**config.mk**
```make
export PLATFORM = sky130hd
export DESIGN_NAME = norm_shifter
export DESIGN_NICKNAME = d
export VERILOG_FILES = /design/src/rtl/fphub_pkg.sv /design/src/rtl/lz_window.sv /design/src/rtl/norm_shifter.sv
export SDC_FILE = /design/constraint.sdc
export NUM_CORES = 1
export LEC_CHECK = 0
export ABC_AREA = 1
export BUFFER_PORTS_ARGS = -buffer_cell sky130_fd_sc_hd__buf_2
export CAP_MARGIN = 20
export CORE_ASPECT_RATIO = 1.2
export CORE_MARGIN = 2
export CORE_UTILIZATION = 55
export DETAILED_ROUTE_END_ITERATION = 12
export GPL_TIMING_DRIVEN = 0
export PLACE_DENSITY = 0.81
export SYNTH_ARGS = -nofsm -noshare
export SYNTH_HDL_FRONTEND = slang
export SYNTH_SLANG_ARGS = --single-unit
```
**constraint.sdc**
```tcl
create_clock -name clk -period 7.1 [get_ports clk]
set_clock_uncertainty 0.1 [all_clocks]
set_input_delay 0.355 -clock clk [delete_from_list [all_inputs] [get_ports clk]]
set_output_delay 0.355 -clock clk [all_outputs]
set_load 0.005 [all_outputs]
```
**src/rtl/fphub_pkg.sv**
```systemverilog
// Shared definitions for the HUB floating-point datapath: the normaliser
// FSM state encoding and the mantissa/shift width derivations.
package fphub_pkg;

   typedef enum logic [1:0] {
      IDLE  = 2'd0,
      SHIFT = 2'd1,
      DONE  = 2'd2
   } state_e;

   // Magnitude width once the sign bit has been stripped from the extended mantissa.
   function automatic int calc_w(input int m, input int extra_bits, input int sign_bit);
      return m + extra_bits - sign_bit;
   endfunction

   function automatic int calc_shift_width(input int w);
      return $clog2(w - 1);
   endfunction

   localparam int W_DEFAULT           = calc_w(23, 7, 1);
   localparam int SHIFT_WIDTH_DEFAULT = calc_shift_width(W_DEFAULT);

endpackage

```
**src/rtl/lz_window.sv**
```systemverilog
// Leading-zero count over the top STEP bits of a magnitude, saturating at STEP.
// Purely combinational; bounds how far the normaliser may shift in one cycle.
module lz_window #(
   parameter int W    = 29,
   parameter int STEP = 4,
   parameter int ZW   = 6
) (
   input  logic [W-1:0]  mant,
   output logic [ZW-1:0] z
);

   logic found_s;

   // Scan from the MSB down; the first set bit fixes the count.
   always_comb begin
      found_s = 1'b0;
      z       = ZW'(STEP);
      for (int i = 0; i < STEP; i++) begin
         if (!found_s && mant[W-1-i]) begin
            z       = ZW'(i);
            found_s = 1'b1;
         end else begin
            found_s = found_s;
         end
      end
   end

endmodule

```
**src/rtl/norm_shifter.sv**
```systemverilog
// Iterative mantissa normaliser: shifts the magnitude left by at most STEP
// positions per cycle until its MSB is set, adjusting the exponent and
// flushing to zero when the exponent would reach or pass 0.
module norm_shifter
   import fphub_pkg::*;
#(
   parameter  int M                   = 23,
   parameter  int extra_bits_mantissa = 7,
   parameter  int sign_mantissa_bit   = 1,
   parameter  int E                   = 8,
   parameter  int STEP                = 4,
   localparam int W                   = calc_w(M, extra_bits_mantissa, sign_mantissa_bit),
   localparam int SHIFT_WIDTH         = calc_shift_width(W)
) (
   input  logic                   clk,
   input  logic                   rst,
   input  logic                   in_valid,
   output logic                   in_ready,
   input  logic [W-1:0]           in_mant,
   input  logic [E-1:0]           in_exp,
   input  logic                   in_sign,
   output logic                   out_valid,
   input  logic                   out_ready,
   output logic [W-1:0]           out_mant,
   output logic [E-1:0]           out_exp,
   output logic                   out_sign,
   output logic [SHIFT_WIDTH:0]   out_shift,
   output logic                   out_zero,
   output logic                   out_underflow
);

   localparam int ZW = SHIFT_WIDTH + 1;
   localparam int CW = (E > ZW) ? E : ZW;

   state_e              state_q, state_d;
   logic [W-1:0]        mant_q, mant_d;
   logic [E-1:0]        exp_q, exp_d;
   logic                sign_q, sign_d;
   logic [ZW-1:0]       count_q, count_d;
   logic                zero_q, zero_d;
   logic                underflow_q, underflow_d;

   logic [ZW-1:0]       z_s;
   logic [CW-1:0]       exp_ext_s;
   logic [CW-1:0]       z_ext_s;

   lz_window #(
      .W    (W),
      .STEP (STEP),
      .ZW   (ZW)
   ) u_lz_window (
      .mant (mant_q),
      .z    (z_s)
   );

   assign exp_ext_s = CW'(exp_q);
   assign z_ext_s   = CW'(z_s);

   // Next-state and datapath update for the accept / shift / hold sequence.
   always_comb begin
      state_d     = state_q;
      mant_d      = mant_q;
      exp_d       = exp_q;
      sign_d      = sign_q;
      count_d     = count_q;
      zero_d      = zero_q;
      underflow_d = underflow_q;

      case (state_q)
         IDLE: begin
            if (in_valid) begin
               sign_d      = in_sign;
               underflow_d = 1'b0;
               if (in_mant == {W{1'b0}}) begin
                  // Zero reports the detector's all-zero code and skips shifting.
                  mant_d  = {W{1'b0}};
                  exp_d   = {E{1'b0}};
                  count_d = {1'b1, {SHIFT_WIDTH{1'b0}}};
                  zero_d  = 1'b1;
                  state_d = DONE;
               end else begin
                  mant_d  = in_mant;
                  exp_d   = in_exp;
                  count_d = {ZW{1'b0}};
                  zero_d  = 1'b0;
                  state_d = SHIFT;
               end
            end else begin
               state_d = IDLE;
            end
         end
         SHIFT: begin
            if (z_s == {ZW{1'b0}}) begin
               state_d = DONE;
            end else if (exp_ext_s <= z_ext_s) begin
               mant_d      = {W{1'b0}};
               exp_d       = {E{1'b0}};
               underflow_d = 1'b1;
               state_d     = DONE;
            end else begin
               mant_d  = mant_q << z_s;
               exp_d   = exp_q - E'(z_s);
               count_d = count_q + z_s;
               // A saturated window may hide more zeros, so look again.
               if (z_s < ZW'(STEP)) begin
                  state_d = DONE;
               end else begin
                  state_d = SHIFT;
               end
            end
         end
         DONE: begin
            if (out_ready) begin
               state_d = IDLE;
            end else begin
               state_d = DONE;
            end
         end
         default: begin
            state_d = IDLE;
         end
      endcase
   end

   // State and result registers.
   always_ff @(posedge clk or posedge rst) begin
      if (rst) begin
         state_q     <= IDLE;
         mant_q      <= {W{1'b0}};
         exp_q       <= {E{1'b0}};
         sign_q      <= 1'b0;
         count_q     <= {ZW{1'b0}};
         zero_q      <= 1'b0;
         underflow_q <= 1'b0;
      end else begin
         state_q     <= state_d;
         mant_q      <= mant_d;
         exp_q       <= exp_d;
         sign_q      <= sign_d;
         count_q     <= count_d;
         zero_q      <= zero_d;
         underflow_q <= underflow_d;
      end
   end

   assign in_ready      = (state_q == IDLE);
   assign out_valid     = (state_q == DONE);
   assign out_mant      = mant_q;
   assign out_exp       = exp_q;
   assign out_sign      = sign_q;
   assign out_shift     = count_q;
   assign out_zero      = zero_q;
   assign out_underflow = underflow_q;

endmodule

```
==> Word-level counts from Yosys, hierarchy flattened <==
Index checks and enable logic that the tools add are counted.
{ "word_totals": {"regBits": 48, "in_bits": 42, "out_inout_bits": 48, "elab_cells": 66} }
{ "classes": {"addsub": 2, "magnitude_cmp": 2, "n_eq_ne": 6, "n_shift": 1, "n_mux": 34, "n_reduce_logical": 14} }
{ "op_table": {"columns": ["op", "count"], "rows": [
  ["$mux W29", 4],
  ["$pmux W29 S2", 1],
  ["$mux W6", 7],
  ["$mux W8", 4],
  ["$logic_not A29 Y1", 1],
  ["$shl A29 B6 Y29", 1],
  ["$pmux W8 S2", 1],
  ["$mux W2", 6],
  ["$pmux W6 S2", 1],
  ["$le A8 B6 Y1", 1],
  ["$ne A2 B2 Y1 const B", 4],
  ["$reduce_and A4 Y1", 2],
  ["$sub A8 B6 Y8", 1],
  ["$mux W1", 7],
  ["$add A6 B6 Y6", 1],
  ["$logic_not A6 Y1", 1],
  ["$lt A6 B3 Y1 const B", 1],
  ["$pmux W2 S3", 1],
  ["$logic_and A1 B1 Y1", 3],
  ["$logic_not A1 Y1", 3],
  ["$mux W3", 1],
  ["$reduce_and A3 Y1", 1],
  ["$eq A2 B1 Y1 const B", 1],
  ["$eq A2 B2 Y1 const B", 1],
  ["other kinds (4)", 4]
]} }

==> Depth between registers and ports, before layout <==
{ "logic_depth": {"ltp_word": 15, "mapped_depth": 18, "depth_no_buf": 17} }

==> Hierarchy <==
Synthesis repeated with hierarchy kept, for this count alone.
{ "unflattened": {"cells_unflattened": 675, "hier_area_um2": 4219.0} }
{ "modules_own_cells": {"columns": ["mod", "n_inst", "cells_per_inst", "area_each_um2", "seq_area_each_um2"], "rows": [
  ["norm_shifter", 1, 661, 4140.2, 1201.2],
  ["lz_window", 1, 14, 78.8, 0.0]
]} }

==> Least setup slack after synthesis <==
OpenSTA, ideal clock, no wires.
{ "synth_path": {"kind": "reg-to-reg", "from": "register mant_q[28] (netlist: out_mant[28])", "to": "register mant_q[10] (netlist: out_mant[10])", "setup_ns": 0.063, "arrival_time_ns": 2.347, "t_required_ns": 6.937, "path_slack_ns": 4.591, "stages_incl_launch_ff": 19, "path_buffers": 2, "period_less_slack_ns": 2.509, "cell_sequence": "dfrtp_1 > inv_2 > nand3_1 > nand2_2 > buf_4 > ha_1 > fa_1 > inv_1 > nand2_1 > nand2_2 > nand2_1 > nand2_2 > nand2_4 > nor2_8 > buf_6 > nand2_1 > nand3_1 > nand2_1 > inv_1"} }
{ "synth_via": {"elab_chain_len": 14, "elab_cells_between_ends": 21, "classes_between": "order compare (1); eq/ne (1); shift (1); mux (10); reduce/logical (8)"} }
{ "synth_rtl": {"columns": ["item", "line", "rtl"], "rows": [
  ["from (decl)", "norm_shifter.sv:36", "logic [W-1:0] mant_q, mant_d;"],
  ["from (signal assigned)", "norm_shifter.sv:129", "mant_q <= {W{1'b0}};"],
  ["from (signal assigned)", "norm_shifter.sv:137", "mant_q <= mant_d;"],
  ["$mux W1", "lz_window.sv:19", "if (!found_s && mant[W-1-i]) begin"],
  ["$logic_not A1 Y1", "lz_window.sv:19", null],
  ["$logic_and A1 B1 Y1", "lz_window.sv:19", null],
  ["$mux W1", "lz_window.sv:19", null],
  ["$logic_not A1 Y1", "lz_window.sv:19", null],
  ["$logic_and A1 B1 Y1", "lz_window.sv:19", null],
  ["$mux W1", "lz_window.sv:19", null],
  ["$logic_not A1 Y1", "lz_window.sv:19", null],
  ["$logic_and A1 B1 Y1", "lz_window.sv:19", null],
  ["$mux W6", "lz_window.sv:19", null],
  ["$shl A29 B6 Y29 / $le A8 B6 Y1 (equally long branches)", "norm_shifter.sv:101, norm_shifter.sv:95", null],
  ["$mux W29", "norm_shifter.sv:95", "end else if (exp_ext_s <= z_ext_s) begin"],
  ["$mux W29", "norm_shifter.sv:93", "if (z_s == {ZW{1'b0}}) begin"],
  ["$pmux W29 S2", "norm_shifter.sv:69", "case (state_q)"]
]} }
Parallel ways exist; a longest one is shown, timed or not. The select of a mux whose other input is x is not followed.
A chain may end at the register's enable or synchronous reset.

==> Final worst setup path <==
{ "layout_path": {"from": "register mant_q[28] (netlist: out_mant[28])", "to": "register mant_q[16] (netlist: out_mant[16])"} }
The elaborated chain is that of the path after synthesis.

==> results.md <==
- WHS: -0.0180 ns
- Drt total wl: 12.2 mm
- Fin. max-slew vios: 0
- GR Overflow Total: 0
- Synth top area cells: dfrtp_1, nand2_1, nand3_1, inv_1, a21oi_1
- Worst R2R Path Depth: 18
- Clk Tree Root Cell: clkbuf_8
- Net Count, Synth: 662
- GRT Total Usage: 0.329
- Diode count: 0
- Initial antenna violation count: 0
- Avg Inst Size Synth: 6.23 um2
- Via count: 4408
- Async S/R FF share, synth: 1.00
- Critical R2R Capture: out_mant[16]$_DFFE_PP0P_
- VDD IR max: 0.207 mV
- Total power: 2.12 mW
- Post-CTS Hold Fix Bufs: 0
- FMAX: 0.333 GHz
- Crit-path slowest cell: dfrtp_1
- Post-Syn Instances: 613
- Skew-Pair Late Insertion Delay: 0.31 ns
- Leak: 2.55 nW
- # IOs: 90
- CTS Buf Count: 5
- CTS tree: yes
- Crit Reg-Reg Startpoint: out_mant[28]$_DFFE_PP0P_
- Die X-Extent: 80.1 um
- First-pass GRT wire length: 19.4 mm
- Final hold vios: 9
- Die Footprint: 7630 um2
- Max-cap violations: 0
- Wire length per cell: 15.3 um
- Critical path's top delay family: simple AND/OR/NAND/NOR gates
- Core Box Area: 6770 um2
- Fraction of layout cells with a size suffix above 1: 0.201
- Row count: 33
- CP most frequent cell: nand2_1
- # nets final: 759
- Top cell type's share of synthesized area: 0.314
- Critical setup path kind: reg -> reg
- Seq/Total Area, Yosys: 0.314
- CTS clk-pin slew, worst paths: 0.10 ns
- Max Root-Sink Buffers: 2
- Critical path data arrival time: 3.16 ns
- Slew margin rel.: 0.629
- Yosys reg bits: 48
- Crit path time final: 3.00 ns
- Slowest cell delay on critical path: 0.48 ns
- DP HPWL: 9.43 mm
- Post-route ant nets: 0
- Setup_tns: 0 ns
- Startpoint types: flop
- Mapped cell area: 3820 um2
- Port Buffers: 89
- Reg2reg setup slack: 4.10 ns
- Initial detailed-routing violation count: 307
- Sink Count: 48
- DRC errors left: 0
- WP buf/inv: 5
- Die Y: 95.3 um
- Violated checks: negative hold slack
- Postcts setup bufs: 0
- Max FO, Critical Path: 11
- Min-delay worst type: in -> async
- Warnings from Yosys: 0
- Fill cells: 665
- PwrDens: 470 nW/um2
- Largest net degree at the start of global routing: 26
- Vias per cell: 5.52
- Resized Gates After CTS: 0
- Final clock period utilization by the worst path: 0.423
- Critical path required time: 7.26 ns
- Status: finished with violations
- RSZ-0062 raised after global routing: no
- Yosys top cell by area: dfrtp_1
- Worst Tran Pin Value: 0.556 ns
- Worst path cell trace: inv_2 > nand3_1 > nand2_2 > buf_4 > ha_1 > fa_1 > inv_1 > nand2_1 > nand2_2 > nand2_1 > nand2_2 > nand2_4 > nor2_8 > buf_6 > nand2_1 > nand3_1 > nand2_1 > inv_1
- Vias in the first global route: 4184
- Final setup fails: 0
- Top_reg_cell synth: dfrtp_1
- Critical Path End Type: flop
- Global placer's final weighted congestion: 0.946
- EDFF count, synth: 0
- Area delta synth->final: 17.8%
- Synth cell types: 37
- Initial Util: 0.564
- CTS HTree Levels: 2
- DRT Pass-1 Iters: 5
-- Yosys cell counts, types with 3 or more instances --
cell and instances:
nand2_1 234, nor2_2 3, nand3_1 95, ha_1 6, or2_2 5, nor2_1 40, a21oi_1 34, nand2_2 5
buf_4 4, inv_2 5, o21ai_0 11, buf_2 7, nor2_8 3, dfrtp_1 48, clkbuf_1 5, inv_1 76
buf_6 6
-- flip-flops by register name, summed over array words and instances (netlist names) --
signal	cells
out_mant	29
out_underflow	1
out_sign	1
out_exp	8
state_q	2
out_shift	6
out_zero	1
-- layout make-up --
type                    instances  area (um2)  area share
flip-flops and latches         48        1200       0.267
plain buffers                  22         151      0.0336
clock buffers                   6        72.6      0.0161
inverters                      83         317      0.0703
repair buffers                 90         465       0.103
clock inverters                 2        35.0     0.00778
well taps                      87         109      0.0242
multi-input cells             460        2150       0.478
-- worst max path at each step --
| stage | startpoint | endpoint | slack [ns] | depth (start not counted) |
|---|---|---|---|---|
| finish | out_mant[28]$_DFFE_PP0P_ | out_mant[16]$_DFFE_PP0P_ | 4.10 | 18 |
| global route | out_mant[28]$_DFFE_PP0P_ | out_mant[16]$_DFFE_PP0P_ | 3.90 | 18 |
| CTS | out_mant[28]$_DFFE_PP0P_ | out_mant[16]$_DFFE_PP0P_ | 4.14 | 18 |
| detailed placement | out_mant[28]$_DFFE_PP0P_ | out_mant[16]$_DFFE_PP0P_ | 4.17 | 18 |
| global placement | out_mant[28]$_DFFE_PP0P_ | out_mant[16]$_DFFE_PP0P_ | 4.19 | 18 |
| floorplan | out_mant[28]$_DFFE_PP0P_ | out_mant[10]$_DFFE_PP0P_ | 4.59 | 18 |
-- kinds of logic after synthesis --
logic type      Yosys count  synth area share
xor+xnor                  2           0.00458
flops                    48             0.314
simple gates            393             0.446
compound gates           58            0.0874
buf+inv                 105             0.122
fa+ha+maj                 7            0.0249
-- through the flow --
stage | worst slack (ns) | utilization | instances | hold WS [ns] | cell area, um2
2_1_floorplan | 4.59 | - | 613 | 0.365 | 3820
3_3_place_gp | 4.19 | 0.646 | 789 | 0.355 | 4380
3_5_place_dp | 4.17 | 0.649 | 790 | 0.334 | 4400
4_1_cts | 4.14 | 0.665 | 798 | 0.000963 | 4500
5_1_grt | 3.90 | 0.665 | 798 | 0.0344 | 4500
6_report | 4.10 | 0.665 | 798 | -0.0180 | 4500
-- routing by layer --
layer,share of wire,track usage,vias up
li1,-,-,2122
met5,0,0,-
met1,0.38,0.379,1998
met2,0.50,0.595,234
met4,0.047,0.161,0
met3,0.072,0.0426,54
-- cells in the final DEF, fill, tap and decap left out, types with 2 or more instances in the layout --
cell type,Yosys,layout
o21ai_1,2,2
buf_6,6,6
nand3_1,95,95
nand2_2,5,5
nand2_1,234,234
a21oi_1,34,34
nor2_8,3,3
buf_2,7,96
clkbuf_8,0,5
a22oi_2,2,2
nor3_1,2,2
nor2_2,3,3
clkbuf_1,5,6
a21oi_2,2,2
nand3b_1,2,2
buf_4,4,4
dfrtp_1,48,48
or2_2,5,5
nand2_4,2,2
inv_1,76,75
nor2_1,40,40
ha_1,6,6
inv_2,5,6
o21ai_0,11,11
-- worst register-to-register path, stage by stage, from the launching register on --
cell,delay [ns]
dfrtp_1,0.48
inv_2,0.09
nand3_1,0.12
nand2_2,0.16
buf_4,0.25
ha_1,0.22
fa_1,0.38
inv_1,0.06
nand2_1,0.07
nand2_2,0.08
nand2_1,0.07
nand2_2,0.11
nand2_4,0.14
nor2_8,0.15
buf_6,0.16
nand2_1,0.11
nand3_1,0.10
nand2_1,0.06
inv_1,0.05
-- power by group --
part           switching [mW]  internal, mW
registers               0.102         0.397
clock network           0.104         0.105
logic                   0.914         0.496
total                    1.12         0.998
Power figures use the tool's default switching activity.
